==> src/rtl/mem_access_stage_if.sv <==
// Bundle of the execute-side offer, the data-memory req/gnt/rvalid port and the writeback record.
// The stage itself connects through the slave modport; its environment uses master.
interface mem_access_stage_if;
    logic        ex_valid;
    logic        ex_ready;
    logic [31:0] ex_alu_result;
    logic        ex_alu_overflow;
    logic [31:0] ex_store_data;
    logic        ex_mem_read;
    logic        ex_mem_write;
    logic [1:0]  ex_mem_size;
    logic        ex_mem_signed;
    logic [4:0]  ex_reg_dest;
    logic        ex_reg_write;

    logic        mem_req;
    logic        mem_we;
    logic [31:0] mem_addr;
    logic [31:0] mem_wdata;
    logic [3:0]  mem_be;
    logic        mem_gnt;
    logic        mem_rvalid;
    logic [31:0] mem_rdata;

    logic        wb_valid;
    logic [4:0]  wb_reg_dest;
    logic        wb_reg_write;
    logic [31:0] wb_data;
    logic [1:0]  wb_exc_code;

    modport slave (
        input  ex_valid, ex_alu_result, ex_alu_overflow, ex_store_data, ex_mem_read,
               ex_mem_write, ex_mem_size, ex_mem_signed, ex_reg_dest, ex_reg_write,
        output ex_ready,
        output mem_req, mem_we, mem_addr, mem_wdata, mem_be,
        input  mem_gnt, mem_rvalid, mem_rdata,
        output wb_valid, wb_reg_dest, wb_reg_write, wb_data, wb_exc_code
    );

    modport master (
        output ex_valid, ex_alu_result, ex_alu_overflow, ex_store_data, ex_mem_read,
               ex_mem_write, ex_mem_size, ex_mem_signed, ex_reg_dest, ex_reg_write,
        input  ex_ready,
        input  mem_req, mem_we, mem_addr, mem_wdata, mem_be,
        output mem_gnt, mem_rvalid, mem_rdata,
        input  wb_valid, wb_reg_dest, wb_reg_write, wb_data, wb_exc_code
    );
endinterface

==> src/rtl/mem_access_stage.sv <==
// Memory stage after the execute ALU: one instruction per ex handshake, big-endian load/store over
// req/gnt/rvalid, with overflow, misalignment and bus-timeout exceptions and a one-cycle writeback pulse.
module mem_access_stage #(
    parameter int MAX_WAIT = 255
) (
    input  logic                     clk,
    input  logic                     rst_n,
    mem_access_stage_if.slave        bus,
    output logic [1:0]               o_dbg_state
);
    // Handshake: an instruction is taken on a rising edge where ex_valid && ex_ready; ex_ready is high
    // only in IDLE. mem_req and its address/data/enables hold steady until mem_gnt; rvalid closes a load.
    typedef enum logic [1:0] {
        S_IDLE = 2'd0,
        S_REQ  = 2'd1,
        S_WAIT = 2'd2
    } state_t;

    localparam logic [7:0] LP_LAST = 8'(MAX_WAIT - 1);

    state_t      r_state;
    state_t      w_next;

    logic [31:0] r_addr;
    logic [31:0] r_sdata;
    logic        r_is_load;
    logic [1:0]  r_size;
    logic        r_signed;
    logic [4:0]  r_dest;
    logic        r_reg_write;
    logic [7:0]  r_wait_cnt;

    logic        r_wb_valid;
    logic [4:0]  r_wb_reg_dest;
    logic        r_wb_reg_write;
    logic [31:0] r_wb_data;
    logic [1:0]  r_wb_exc_code;

    logic        w_accept;
    logic        w_ex_is_mem;
    logic        w_ex_misaligned;
    logic        w_ex_mem_go;
    logic        w_timeout;
    logic        w_req_done;
    logic [7:0]  w_byte;
    logic [15:0] w_half;
    logic [31:0] w_load_data;
    logic [31:0] w_wdata;
    logic [3:0]  w_be;
    logic        w_done;
    logic [1:0]  w_wb_exc;
    logic [31:0] w_wb_data;
    logic        w_wb_wr;
    logic [4:0]  w_wb_dest;

    assign w_accept    = bus.ex_valid && (r_state == S_IDLE);
    assign w_ex_is_mem = bus.ex_mem_read || bus.ex_mem_write;

    always_comb begin
        w_ex_misaligned = 1'b0;
        case (bus.ex_mem_size)
            2'b00:   w_ex_misaligned = 1'b0;
            2'b01:   w_ex_misaligned = bus.ex_alu_result[0];
            default: w_ex_misaligned = |bus.ex_alu_result[1:0];
        endcase
    end

    assign w_ex_mem_go = !bus.ex_alu_overflow && w_ex_is_mem && !w_ex_misaligned;
    assign w_timeout   = (r_state != S_IDLE) && (r_wait_cnt == LP_LAST);
    // A grant finishes a store, or a load whose data arrives in the same cycle.
    assign w_req_done  = bus.mem_gnt && (!r_is_load || bus.mem_rvalid);

    // Big-endian lanes: byte offset 0 lives in bits 31:24.
    always_comb begin
        w_byte = 8'h00;
        case (r_addr[1:0])
            2'd0:    w_byte = bus.mem_rdata[31:24];
            2'd1:    w_byte = bus.mem_rdata[23:16];
            2'd2:    w_byte = bus.mem_rdata[15:8];
            default: w_byte = bus.mem_rdata[7:0];
        endcase
        w_half = r_addr[1] ? bus.mem_rdata[15:0] : bus.mem_rdata[31:16];
        w_load_data = bus.mem_rdata;
        case (r_size)
            2'b00:   w_load_data = {{24{r_signed & w_byte[7]}}, w_byte};
            2'b01:   w_load_data = {{16{r_signed & w_half[15]}}, w_half};
            default: w_load_data = bus.mem_rdata;
        endcase
    end

    always_comb begin
        w_wdata = r_sdata;
        w_be    = 4'b1111;
        case (r_size)
            2'b00: begin
                w_wdata = {4{r_sdata[7:0]}};
                w_be    = 4'b1000 >> r_addr[1:0];
            end
            2'b01: begin
                w_wdata = {2{r_sdata[15:0]}};
                w_be    = r_addr[1] ? 4'b0011 : 4'b1100;
            end
            default: begin
                w_wdata = r_sdata;
                w_be    = 4'b1111;
            end
        endcase
    end

    // FSM: state register
    always_ff @(posedge clk or negedge rst_n) begin
        if (!rst_n) r_state <= S_IDLE;
        else        r_state <= w_next;
    end

    // FSM: next state
    always_comb begin
        w_next = r_state;
        case (r_state)
            S_IDLE: if (w_accept && w_ex_mem_go) w_next = S_REQ;
            S_REQ: begin
                if (w_req_done)       w_next = S_IDLE;
                else if (w_timeout)   w_next = S_IDLE;
                else if (bus.mem_gnt) w_next = S_WAIT;
            end
            S_WAIT: if (bus.mem_rvalid || w_timeout) w_next = S_IDLE;
            default: w_next = S_IDLE;
        endcase
    end

    // FSM: outputs and completion record
    always_comb begin
        w_done    = 1'b0;
        w_wb_exc  = 2'b00;
        w_wb_data = 32'h0;
        w_wb_wr   = 1'b0;
        w_wb_dest = r_dest;
        case (r_state)
            S_IDLE: begin
                w_wb_dest = bus.ex_reg_dest;
                if (w_accept) begin
                    if (bus.ex_alu_overflow) begin
                        w_done    = 1'b1;
                        w_wb_exc  = 2'b01;
                        w_wb_data = bus.ex_alu_result;
                    end else if (w_ex_is_mem && w_ex_misaligned) begin
                        w_done    = 1'b1;
                        w_wb_exc  = 2'b10;
                        w_wb_data = bus.ex_alu_result;
                    end else if (!w_ex_is_mem) begin
                        w_done    = 1'b1;
                        w_wb_data = bus.ex_alu_result;
                        w_wb_wr   = bus.ex_reg_write;
                    end
                end
            end
            S_REQ, S_WAIT: begin
                if ((r_state == S_REQ) ? w_req_done : bus.mem_rvalid) begin
                    w_done = 1'b1;
                    if (r_is_load) begin
                        w_wb_data = w_load_data;
                        w_wb_wr   = r_reg_write;
                    end
                end else if (w_timeout) begin
                    w_done    = 1'b1;
                    w_wb_exc  = 2'b11;
                    w_wb_data = r_addr;
                end
            end
            default: ;
        endcase
    end

    always_ff @(posedge clk or negedge rst_n) begin
        if (!rst_n) begin
            r_addr      <= 32'h0;
            r_sdata     <= 32'h0;
            r_is_load   <= 1'b0;
            r_size      <= 2'b00;
            r_signed    <= 1'b0;
            r_dest      <= 5'd0;
            r_reg_write <= 1'b0;
        end else if (w_accept) begin
            r_addr      <= bus.ex_alu_result;
            r_sdata     <= bus.ex_store_data;
            r_is_load   <= bus.ex_mem_read;
            r_size      <= bus.ex_mem_size;
            r_signed    <= bus.ex_mem_signed;
            r_dest      <= bus.ex_reg_dest;
            r_reg_write <= bus.ex_reg_write;
        end
    end

    // Counter is held at zero in IDLE so every trip through REQ starts fresh.
    always_ff @(posedge clk or negedge rst_n) begin
        if (!rst_n)                 r_wait_cnt <= 8'd0;
        else if (r_state == S_IDLE) r_wait_cnt <= 8'd0;
        else                        r_wait_cnt <= r_wait_cnt + 8'd1;
    end

    always_ff @(posedge clk or negedge rst_n) begin
        if (!rst_n) begin
            r_wb_valid     <= 1'b0;
            r_wb_reg_dest  <= 5'd0;
            r_wb_reg_write <= 1'b0;
            r_wb_data      <= 32'h0;
            r_wb_exc_code  <= 2'b00;
        end else begin
            r_wb_valid <= w_done;
            if (w_done) begin
                r_wb_reg_dest  <= w_wb_dest;
                r_wb_reg_write <= w_wb_wr;
                r_wb_data      <= w_wb_data;
                r_wb_exc_code  <= w_wb_exc;
            end
        end
    end

    assign bus.ex_ready     = (r_state == S_IDLE);
    assign bus.mem_req      = (r_state == S_REQ);
    assign bus.mem_we       = (r_state == S_REQ) && !r_is_load;
    assign bus.mem_addr     = (r_state == S_REQ) ? {r_addr[31:2], 2'b00} : 32'h0;
    assign bus.mem_wdata    = (r_state == S_REQ && !r_is_load) ? w_wdata : 32'h0;
    assign bus.mem_be       = (r_state == S_REQ) ? w_be : 4'b0000;
    assign bus.wb_valid     = r_wb_valid;
    assign bus.wb_reg_dest  = r_wb_reg_dest;
    assign bus.wb_reg_write = r_wb_reg_write;
    assign bus.wb_data      = r_wb_data;
    assign bus.wb_exc_code  = r_wb_exc_code;
    assign o_dbg_state      = r_state;
endmodule
==> src/flat_wrapper.sv <==
// flat-port wrapper written by rule: the top's interface ports become plain ports
module mem_access_stage_flat 
#(
    parameter int MAX_WAIT = 255
)
  (clk, rst_n, o_dbg_state, bus_ex_valid, bus_ex_alu_result, bus_ex_alu_overflow, bus_ex_store_data, bus_ex_mem_read, bus_ex_mem_write, bus_ex_mem_size, bus_ex_mem_signed, bus_ex_reg_dest, bus_ex_reg_write, bus_ex_ready, bus_mem_req, bus_mem_we, bus_mem_addr, bus_mem_wdata, bus_mem_be, bus_mem_gnt, bus_mem_rvalid, bus_mem_rdata, bus_wb_valid, bus_wb_reg_dest, bus_wb_reg_write, bus_wb_data, bus_wb_exc_code);
  mem_access_stage_if bus_i ();
  input  logic clk;
  input  logic rst_n;
  output logic [1:0] o_dbg_state;
  input wire logic [$bits(bus_i.ex_valid)-1:0] bus_ex_valid;
  input wire logic [$bits(bus_i.ex_alu_result)-1:0] bus_ex_alu_result;
  input wire logic [$bits(bus_i.ex_alu_overflow)-1:0] bus_ex_alu_overflow;
  input wire logic [$bits(bus_i.ex_store_data)-1:0] bus_ex_store_data;
  input wire logic [$bits(bus_i.ex_mem_read)-1:0] bus_ex_mem_read;
  input wire logic [$bits(bus_i.ex_mem_write)-1:0] bus_ex_mem_write;
  input wire logic [$bits(bus_i.ex_mem_size)-1:0] bus_ex_mem_size;
  input wire logic [$bits(bus_i.ex_mem_signed)-1:0] bus_ex_mem_signed;
  input wire logic [$bits(bus_i.ex_reg_dest)-1:0] bus_ex_reg_dest;
  input wire logic [$bits(bus_i.ex_reg_write)-1:0] bus_ex_reg_write;
  output wire logic [$bits(bus_i.ex_ready)-1:0] bus_ex_ready;
  output wire logic [$bits(bus_i.mem_req)-1:0] bus_mem_req;
  output wire logic [$bits(bus_i.mem_we)-1:0] bus_mem_we;
  output wire logic [$bits(bus_i.mem_addr)-1:0] bus_mem_addr;
  output wire logic [$bits(bus_i.mem_wdata)-1:0] bus_mem_wdata;
  output wire logic [$bits(bus_i.mem_be)-1:0] bus_mem_be;
  input wire logic [$bits(bus_i.mem_gnt)-1:0] bus_mem_gnt;
  input wire logic [$bits(bus_i.mem_rvalid)-1:0] bus_mem_rvalid;
  input wire logic [$bits(bus_i.mem_rdata)-1:0] bus_mem_rdata;
  output wire logic [$bits(bus_i.wb_valid)-1:0] bus_wb_valid;
  output wire logic [$bits(bus_i.wb_reg_dest)-1:0] bus_wb_reg_dest;
  output wire logic [$bits(bus_i.wb_reg_write)-1:0] bus_wb_reg_write;
  output wire logic [$bits(bus_i.wb_data)-1:0] bus_wb_data;
  output wire logic [$bits(bus_i.wb_exc_code)-1:0] bus_wb_exc_code;
  assign bus_i.ex_valid = bus_ex_valid;
  assign bus_i.ex_alu_result = bus_ex_alu_result;
  assign bus_i.ex_alu_overflow = bus_ex_alu_overflow;
  assign bus_i.ex_store_data = bus_ex_store_data;
  assign bus_i.ex_mem_read = bus_ex_mem_read;
  assign bus_i.ex_mem_write = bus_ex_mem_write;
  assign bus_i.ex_mem_size = bus_ex_mem_size;
  assign bus_i.ex_mem_signed = bus_ex_mem_signed;
  assign bus_i.ex_reg_dest = bus_ex_reg_dest;
  assign bus_i.ex_reg_write = bus_ex_reg_write;
  assign bus_ex_ready = bus_i.ex_ready;
  assign bus_mem_req = bus_i.mem_req;
  assign bus_mem_we = bus_i.mem_we;
  assign bus_mem_addr = bus_i.mem_addr;
  assign bus_mem_wdata = bus_i.mem_wdata;
  assign bus_mem_be = bus_i.mem_be;
  assign bus_i.mem_gnt = bus_mem_gnt;
  assign bus_i.mem_rvalid = bus_mem_rvalid;
  assign bus_i.mem_rdata = bus_mem_rdata;
  assign bus_wb_valid = bus_i.wb_valid;
  assign bus_wb_reg_dest = bus_i.wb_reg_dest;
  assign bus_wb_reg_write = bus_i.wb_reg_write;
  assign bus_wb_data = bus_i.wb_data;
  assign bus_wb_exc_code = bus_i.wb_exc_code;
  mem_access_stage #(.MAX_WAIT(MAX_WAIT)) u_core (.clk(clk), .rst_n(rst_n), .bus(bus_i), .o_dbg_state(o_dbg_state));
endmodule
==> config.mk <==
export PLATFORM = sky130hd
export DESIGN_NAME = mem_access_stage_flat
export DESIGN_NICKNAME = d
export VERILOG_FILES = /design/src/rtl/mem_access_stage_if.sv /design/src/rtl/mem_access_stage.sv /design/src/flat_wrapper.sv
export SDC_FILE = /design/constraint.sdc
export NUM_CORES = 1
export LEC_CHECK = 0
export ABC_AREA = 0
export ABC_CLOCK_PERIOD_IN_PS = 4500
export CORE_MARGIN = 2
export CORE_UTILIZATION = 50
export DETAILED_ROUTE_END_ITERATION = 10
export PLACE_DENSITY = 0.94
export SYNTH_ARGS = -nofsm -noshare
export SYNTH_HDL_FRONTEND = slang
export SYNTH_SLANG_ARGS = --single-unit
==> constraint.sdc <==
create_clock -name clk -period 4.5 [get_ports clk]
set_input_delay 0.9 -clock clk [delete_from_list [all_inputs] [get_ports clk]]
set_output_delay 0.9 -clock clk [all_outputs]
set_load 0.1 [all_outputs]
==> impl_metrics.json <==
{
  "synth_top_family_by_area": "simple AND/OR/NAND/NOR gates",
  "post_cts_resized": 0,
  "start_util": 0.515,
  "cts_tree": "done",
  "synth_fa_ha_area_frac": 0.0110,
  "skew_ps": 10.7,
  "numCtsBuffers": 17,
  "netlist.top_cell.by_area": "dfrtp_1",
  "placed_area_mm2": 0.00900,
  "drive_gt1_frac": 0.168,
  "grt_pass1_vias": 6691,
  "setup_violations": 0,
  "fin_tns_setup_ps": 0,
  "start_kind": "flop",
  "grt_pass1_wl_um": 36100,
  "synth_top_cell_area_share": 0.457,
  "synth_cell_types": 60,
  "antenna_found_initial": 0,
  "synthTopCellsByCount": "nand2_1, dfrtp_1, nor2_1",
  "min_path_type": "reg2reg",
  "overflow": 0,
  "layout_worst_path_cycle_share": 0.780,
  "vias": 6857,
  "clk_latency_ps": 420,
  "ctsHoldBuffers": 0,
  "synth_warnings": 0,
  "synth-main-ff-cell": "dfrtp_1",
  "die_area_mm2": 0.0146,
  "reg2reg_depth": 8,
  "rsz0062_at_grt": "false",
  "cp.required_ps": 3600,
  "worst_pin_slew_ps": 1240,
  "synth-simple-area-share": 0.231,
  "grt_max_degree": 72,
  "critPathKind": "reg2out",
  "antenna_cells": 0,
  "synthCells": 770,
  "ant_nets": 0,
  "dp_hpwl_um": 16400,
  "cts_setup_buffers": 0,
  "critPathCapture": "bus_mem_wdata[11]",
  "drt_iter0_drc": 788,
  "port_buffers": 224,
  "worst_slew_margin_rel": 0.167,
  "first_pass_iters": 6,
  "clock-sinks": 125,
  "async_reset_ff_frac": 1.00,
  "synthXorXnorAreaFrac": 0.00768,
  "syn_area_mm2": 0.00684,
  "cp_max_fo": 23,
  "cts_buffer_depth": 2,
  "io_pins": 227,
  "fp.dieW_um": 121,
  "synth_edf_count": 0,
  "worstSetupStartpoint": "u_core.r_size[0]$_DFFE_PN0P_",
  "num_rows": 42,
  "area_growth_pct": 40.4,
  "grt_usage": 0.322,
  "synthMostInstantiatedCell": "nand2_1",
  "synth-compound-area-share": 0.164,
  "status": "finished, final reports clean",
  "htree_levels": 4,
  "r2r_slack_ps": 1440,
  "hold_violations": 0,
  "cts-root-buf": "clkbuf_16",
  "regToRegStartpoint": "u_core.o_dbg_state[1]$_DFFE_PN0P_",
  "fmax_mhz": 285,
  "final_area_mm2": 0.00961,
  "final_util": 0.723,
  "cp.arrival_ps": 2610,
  "synth.area.mux_share": 0.0814,
  "synth_area_leaders": "dfrtp_1, nand2_1, mux2_2, and2_1, mux2i_1",
  "yosysSeqAreaShare": 0.457,
  "finalMaxSlewViolations": 0,
  "layout_min_cycle_time_ps": 3510,
  "syn_avg_cell_area_um2": 8.89,
  "nNetsFinal": 1088,
  "r2r_end": "u_core.bus.wb_data[23]$_DFFE_PN0P_",
  "setup.worst_path.end_class": "primary output",
  "maxCapViolCount": 0,
  "gp_congestion": 0.932,
  "core_area_mm2": 0.0133,
  "wl_per_cell_um": 20.0,
  "avgViaCountPerCell": 5.92,
  "fp.dieH_um": 121,
  "cts.reportedPaths.clkPinSlew_ps": 60,
  "route.detailed.drc": 0,
  "wl_um": 23200,
  "synth-seq-cells": 125
}
sequential cells by signal (all words and copies together) (netlist names), 2 cells and up:
name and count:
u_core.bus.wb_data 32, u_core.o_dbg_state 2, u_core.r_addr 32, u_core.bus.wb_exc_code 2, u_core.r_dest 5, u_core.r_size 2
u_core.r_wait_cnt 8, u_core.bus.wb_reg_dest 5, u_core.r_sdata 32
placed cells by master (no fill, tap or decap), types with 4 or more instances in the layout:
cell and instances:
nand2_1 214, nand3_1 5, a211oi_1 8, inv_1 13, nor2_1 33, a221o_1 9, nor2_2 10, clkinv_4 4
a21oi_1 28, clkbuf_16 17, o21ai_0 26, mux2_2 26, clkinv_2 4, nor2b_1 4, nand2b_1 19, a222oi_1 4
a2bb2oi_1 22, mux2i_1 23, buf_4 82, and3_1 9, dfrtp_1 124, a221oi_1 19, o21a_1 4, clkdlybuf4s50_1 154
xor2_1 5, ha_1 6, o22ai_1 10, a21o_1 10, and2_1 40
metal layers:
metal / share of wire / global-route usage
met4: 0.040 / 0.150
met1: 0.38 / 0.404
met2: 0.47 / 0.511
met5: 0 / 0
met3: 0.11 / 0.0968
kinds of logic (layout without fill, tap and decap cells):
| logic type | count (synthesis) | count (layout) |
|---|---|---|
| XOR/XNOR | 6 | 6 |
| buffers and inverters | 73 | 284 |
| multiplexers | 51 | 51 |
| AND/OR/NAND/NOR | 353 | 353 |
| adder cells (fa/ha/maj) | 6 | 6 |
| AO/OA/AOI/OAI | 155 | 155 |
| flip-flops | 125 | 125 |
| other | 1 | 2 |
cell type report:
class,count,area [um2]
tap,176,220
clock buffer,18,439
inverter,16,60.1
timing repair buffer,236,2160
multi-input combinational,573,3440
fill,965,3680
clock inverter,14,169
sequential,125,3130
per-stage QoR:
stage	instances	hold WS [ps]	setup WS (ps)
4_1_cts	1158	474	1030
2_1_floorplan	771	442	-336
6_report	1158	474	992
5_1_grt	1158	505	837
3_3_place_gp	1126	454	1400
3_5_place_dp	1126	460	1210
critical path: stages, from the launching register on:
cell and delay, ps:
dfrtp_1 940, inv_1 260, nand2_1 350, nand2_1 90, a21oi_1 210, buf_4 330
worst min-delay path by stage:
stage                                      start                      endpoint  cells after the start
finish              u_core.r_dest[2]$_DFFE_PN0P_  u_core.r_dest[2]$_DFFE_PN0P_                      2
global route        u_core.r_dest[2]$_DFFE_PN0P_  u_core.r_dest[2]$_DFFE_PN0P_                      2
CTS                 u_core.r_dest[2]$_DFFE_PN0P_  u_core.r_dest[2]$_DFFE_PN0P_                      2
detailed placement  u_core.r_dest[2]$_DFFE_PN0P_  u_core.r_dest[2]$_DFFE_PN0P_                      2
global placement    u_core.r_dest[2]$_DFFE_PN0P_  u_core.r_dest[2]$_DFFE_PN0P_                      2
floorplan           u_core.r_dest[0]$_DFFE_PN0P_  u_core.r_dest[0]$_DFFE_PN0P_                      2
Power is left out: the tool's default activity adds up to more than one toggle a clock period on the data nets, which glitch-free logic cannot reach.
